File: src/rtl/key_search_controller.sv
// Sequences a brute-force RC4 key search: steps candidate keys through a range and drives
// the decrypt and verify sub-cores through their start/finish handshakes.
module key_search_controller #(
    parameter int unsigned          KEY_WIDTH = 24,
    parameter logic [KEY_WIDTH-1:0] KEY_START = '0,
    parameter logic [KEY_WIDTH-1:0] KEY_END   = KEY_WIDTH'(24'h3FFFFF),
    parameter logic [KEY_WIDTH-1:0] KEY_STEP  = KEY_WIDTH'(1)
) (
    input  logic                 clk,
    input  logic                 reset_n,
    input  logic                 start,
    input  logic                 stop,
    output logic                 dec_start,
    input  logic                 dec_finish,
    output logic                 ver_start,
    input  logic                 ver_finish,
    input  logic                 ver_result,
    output logic [KEY_WIDTH-1:0] secret_key,
    output logic                 busy,
    output logic                 done,
    output logic                 found,
    output logic [KEY_WIDTH-1:0] attempts
);

    typedef enum logic [3:0] {
        StIdle, StLoadKey, StDecStart, StDecArm, StDecWait, StVerStart,
        StVerArm, StVerWait, StNextKey, StFound, StExhausted, StStopped
    } state_e;

    state_e             state;
    state_e             state_next;
    logic [KEY_WIDTH:0] key_sum;

    // One extra bit so the end-of-range test can never be fooled by wrap-around.
    assign key_sum = {1'b0, secret_key} + {1'b0, KEY_STEP};

    always_comb begin
        state_next = state;
        unique case (state)
            StIdle, StFound, StExhausted, StStopped: begin
                if (start) state_next = StLoadKey;
            end
            StLoadKey:  state_next = StDecStart;
            StDecStart: state_next = StDecArm;
            // Sub-cores still show the previous finish level for one cycle after start.
            StDecArm:   state_next = StDecWait;
            StDecWait: begin
                if (dec_finish) state_next = StVerStart;
            end
            StVerStart: state_next = StVerArm;
            StVerArm:   state_next = StVerWait;
            StVerWait: begin
                if (ver_finish) state_next = ver_result ? StFound : StNextKey;
            end
            StNextKey: begin
                if (stop) begin
                    state_next = StStopped;
                end else if (key_sum > {1'b0, KEY_END}) begin
                    state_next = StExhausted;
                end else begin
                    state_next = StDecStart;
                end
            end
            default: state_next = StIdle;
        endcase
    end

    // Outputs are decoded from the next state so they are registered yet aligned to the state.
    always_ff @(posedge clk or negedge reset_n) begin
        if (!reset_n) begin
            state      <= StIdle;
            secret_key <= '0;
            attempts   <= '0;
            dec_start  <= 1'b0;
            ver_start  <= 1'b0;
            busy       <= 1'b0;
            done       <= 1'b0;
            found      <= 1'b0;
        end else begin
            state     <= state_next;
            dec_start <= (state_next == StDecStart);
            ver_start <= (state_next == StVerStart);
            busy      <= !(state_next inside {StIdle, StFound, StExhausted, StStopped});
            done      <= (state_next inside {StFound, StExhausted, StStopped});
            found     <= (state_next == StFound);
            if (state == StLoadKey) begin
                secret_key <= KEY_START;
                attempts   <= '0;
            end
            if (state == StVerWait && ver_finish && attempts != '1) begin
                attempts <= attempts + KEY_WIDTH'(1);
            end
            if (state == StNextKey && state_next == StDecStart) begin
                secret_key <= key_sum[KEY_WIDTH-1:0];
            end
        end
    end

endmodule

File: config.mk
export PLATFORM = sky130hd
export DESIGN_NAME = key_search_controller
export DESIGN_NICKNAME = d
export VERILOG_FILES = /design/src/rtl/key_search_controller.sv
export SDC_FILE = /design/constraint.sdc
export NUM_CORES = 1
export LEC_CHECK = 0
export CAP_MARGIN = 20
export CORE_UTILIZATION = 49
export CTS_CLUSTER_DIAMETER = 200
export DETAILED_ROUTE_END_ITERATION = 8
export DONT_BUFFER_PORTS = 1
export GPL_TIMING_DRIVEN = 0
export RECOVER_POWER = 25
export SLEW_MARGIN = 20
export SYNTH_ARGS = -nofsm -noshare
export SYNTH_HDL_FRONTEND = slang
export SYNTH_SLANG_ARGS = --single-unit
File: constraint.sdc
create_clock -name clk -period 3.75 [get_ports clk]
set_clock_uncertainty 0.15 [all_clocks]
set_input_delay 0.75 -clock clk [delete_from_list [all_inputs] [get_ports clk]]
set_output_delay 0.75 -clock clk [all_outputs]
set_load 0.005 [all_outputs]
# Word-level counts from Yosys, hierarchy flattened
# Index checks and enable logic that the tools add are counted.
# word_totals
regBits	57
latch_bits	0
ram_bits	0
rom_bits	0
out_inout_bits	53
elab_cells	49
n_memories	0
# op_classes
n_addsub	2
mul	0
div_mod_pow	0
order_cmp	1
eq_ne	17
shift	0
mux	10
n_bitwise	0
n_reduce_logical	11
# ops
operator	count
$mux 24	3
$pmux 4 s9	1
$eq 4x4->1 const B	7
$add 24x1->25 const B	1
$gt 25x22->1 const B	1
$add 24x1->24 const B	1
$ne 24x24->1 const B	1
$eq 4x3->1 const B	5
$mux 4	5
$eq 4x2->1 const B	3
$logic_not 4->1	2
$eq 4x1->1 const B	1
$reduce_bool 2->1	2
$reduce_bool 4->1	1
$reduce_or 4->1	1
$logic_and 1x1->1	3
$reduce_bool 3->1	1
$logic_not 1->1	1
$mux 1	1

# Logic depth before layout (Yosys ltp)
# Gate-level depths: netlist of run 1.
# depth
ltp_word	8
mapped_depth	12
ltp_nobuf	9

# Least setup slack after synthesis of run 1
# No wires, ideal clock.
# synth_path
path_type	reg-to-reg
startpoint	reg secret_key[1]
endpoint	reg secret_key[13]
setup_time_ns	0.104
t_arrival_ns	3.092
required_time_ns	3.496
setup_slack_ns	0.405
stages_incl_launch_ff	11
n_path_buf	2
period_less_slack_ns	3.345
cell_sequence	dfrtp_1 > ha_1 > nand4_2 > or4_1 > nor4_1 > xor2_1 > o41a_1 > or3_1 > buf_4 > buf_6 > o41ai_2
# synth_between
elab_chain_cells	8
# synth_rtl
item	line	rtl
from (decl)	18	output logic [KEY_WIDTH-1:0] secret_key,
from (signal assigned)	94	secret_key <= key_sum[KEY_WIDTH-1:0];
$add 24x1->25 *	35	assign key_sum = {1'b0, secret_key} + {1'b0, KEY_STEP};
$gt 25x22->1	58	end else if (key_sum > {1'b0, KEY_END}) begin
$mux 4	58	
$mux 4	56	if (stop) begin
$pmux 4 s9	39	unique case (state)
$eq 4x2->1	93	if (state == StNextKey && state_next == StDecStart) begin
$logic_and 1x1->1	93	
$mux 24 or $reduce_bool 2->1 (tied branches)	--	
# Mark *: on every way between the ends. The rest lies on a longest branch, timed or not.
# A chain may end at the register's enable or synchronous reset.

# Final worst setup path of run 1
# Same ends and word-level chain as after synthesis.

==> impl_metrics.toml, run 1 <==
[power]
swShare_pct = 36.2
combPwrFrac_pct = 29.1
max-vdd-ir-drop_mv = 0.307
power.internal_uw = 1100
netSwitchingPower_uw = 621
leakage_uw = 0.00163
power.density_nw_per_um2 = 446
pwr-share-seq_pct = 41.6
clock_power_share_pct = 29.3

[synthesis]
synth_edf_count = 0
syn_area_um2 = 3530
synth_seq_area_share_pct = 40.4
synth_flop_cell = "dfrtp_1"
syn-num-nets = 423
synthArstFlopShare_pct = 100
synth_cells = 413
synth_area_per_cell_um2 = 8.55
synth_cell_type_count = 49
yosys_warnings = 0
ys_seq_elements = 57

[cells_and_area]
antenna_cells = 0
fin_util_pct = 56.1
syn2layout_area_growth_pct = 9.11
fin_nets = 435
layout_common_cells = "dfrtp_1, o21ai_0, nor2_1"
layout_commonest_cell = "dfrtp_1"
drive_gt1_share_pct = 10.3

[timing]
whs_ns = 0.370
fin_crit_ns = 3.52
grt_setup_unrepaired = "false"
setup_viol = 0
drv_slew = 58
fmax_ghz = 0.284
setup_ws_ns = 0.232
post-route-period-util_pct = 93.8
tightestPinTransition_ns = 2.56
slew_headroom_pct = -71.0
finalSetupTns_ns = 0
hold_viol = 0

[worst_hold_path]
hold_path_startpoint = "attempts[12]"
min_path_cells = 1
min_to = "attempts[12]"
hold_path_class = "register to register"

[global_route]
grt_max_degree = 58
first_global_vias = 2912
grt_usage_pct = 25.9
grt-ovfl-total = 0
grt_pass1_wl_um = 15000
antenna_found_initial = 0

[clock_tree]
clk_latency_ns = 0.34
cts_sinks = 57
cts_buffers = 9
cts_tree = "built"
clockBufferDepth = 2
cts-root-buf = "clkbuf_8"
path_clk_slew_ns = 0.07
h-tree-depth = 3

[worst_setup_path]
endpoint_kind = "register"
start_kind = "register"
r2r-start = "secret_key[1]"
r2r_cells = 10
rr_endpoint = "secret_key[13]"
critPathKind = "register to register"
reg2reg_slack_ns = 0.23
crit_fanout = 10
cp.required_ns = 3.83
arrival_ns = 3.60

[detailed_routing]
drc = 0
firstDrtPassIters = 4
vias = 3257
drtIter0Drc = 262
wl_per_cell_um = 17.7
wl_um = 9280
antenna_left = 0
via_per_inst = 6.22

[die]
dieWidth_um = 86.9
die-area_um2 = 7550
start_util_pct = 51.4
ios = 60
die_y_um = 86.9
core_area_um2 = 6870
rows = 30

[flow_run]
maxCapViolCount = 1

[outcome]
violations = "capacitance limit, slew limit"
status = "finished with violations"

[placed_design]
dp_slack_ns = -0.0776
place_hpwl_um = 6430
place_congestion = 0.900
port_buffers = 0
-- routing by layer --
| layer | global-route usage, % | part of all wire [%] |
|---|---|---|
| met4 | 10.8 | 2.2 |
| met1 | 39.1 | 49 |
| met2 | 35.0 | 42 |
| met5 | 0 | 0 |
| met3 | 6.26 | 6.9 |
-- critical path, cell delays in order, from the launching register on --
cell,delay (ns)
dfrtp_2,0.49
ha_4,0.21
nand4_2,0.20
or4_1,0.62
nor4_2,0.24
xor2_1,0.11
o41a_1,0.40
or3_1,0.37
buf_4,0.17
buf_6,0.15
o41ai_2,0.27
-- layout make-up --
class | count | area, um2
repair buffers | 1 | 12.5
plain buffers | 33 | 156
fillers | 648 | 3020
flip-flops and latches | 57 | 1430
well taps | 96 | 120
clock buffers | 14 | 163
multi-input cells | 311 | 1930
inverters | 12 | 45.0
-- cell usage after synthesis (all sizes together) (3+ instances only) --
library cell  count  share of area (%)
and4              5                1.2
dfrtp            57                 40
nand2            38                4.0
inv              12                1.3
or4               3               0.64
o41ai            12                4.0
o31ai            26                5.5
nor4              9                2.4
o22ai             3               0.53
or3               5               0.89
nand3            23                3.3
xor2              6                1.5
mux2              3               0.96
nor2b             4               0.71
clkbuf           22                2.4
ha                3                1.1
and2             13                2.3
buf              11                2.0
nand4            18                3.5
a21oi            10                1.4
nand2b            4               0.71
and3              8                1.4
a31oi             9                1.6
nor2             40                4.3
nor3              9                1.3
o21ai            41                5.8
-- cell families after synthesis --
group	count (synthesis)	synth area share, %
simple gates	183	27.6
compound gates	114	22.3
flops	57	40.4
buf+inv	45	5.71
xor+xnor	6	1.49
mux	5	1.52
fa+ha+maj	3	1.06
-- flip-flops by register name (all words and copies together) (netlist names) --
signal,flops
state,4
found,1
done,1
ver_start,1
busy,1
secret_key,24
dec_start,1
attempts,24
-- power groups by stage --
stage                     clock network (uW)  registers (uW)  logic [uW]
final                                    503             715         500
after detailed placement                   0             726         486
after floorplan                            0             714         365
after global placement                     0             725         476
after global routing                     536             722         553
after CTS                                513             715         504
-- worst max path at each step --
stage	start	end	slack, ns	cells past startpoint
after floorplan	secret_key[1]	secret_key[13]	0.40	10
after global placement	secret_key[1]	secret_key[21]	-0.05	10
after detailed placement	secret_key[1]	secret_key[13]	-0.08	10
after CTS	secret_key[1]	secret_key[13]	0.04	10
after global routing	secret_key[1]	secret_key[13]	0.07	10
final	secret_key[1]	secret_key[13]	0.23	10
-- metrics by stage --
step	instance area, um2	power [uW]	instances
global route	3850	1810	524
detailed placement	3650	1210	509
floorplan	3530	1080	413
global placement	3650	1200	509
finish	3850	1720	524
CTS	3850	1730	524
-- timing repair --
item | in CTS | in global routing
pin swaps | 0 | 0
setup buffers | 0 | 0
hold buffers | 1 | 0
gates resized for setup | 2 | 3
hold endpoints to repair | 57 | 0
endpoints found under the setup margin | 13 | 17
(Power assumes the default switching activity.)
==> run 2: changes to the inputs <==
--- a/config.mk
+++ b/config.mk
@@ -11,6 +11,7 @@
 export DETAILED_ROUTE_END_ITERATION = 8
 export DONT_BUFFER_PORTS = 1
 export GPL_TIMING_DRIVEN = 0
+export HOLD_SLACK_MARGIN = 0.02
 export RECOVER_POWER = 25
 export SLEW_MARGIN = 20
 export SYNTH_ARGS = -nofsm -noshare
==> results of run 2 <==
Same layout as run 1: the final DEF is identical, and so are final timing and power.
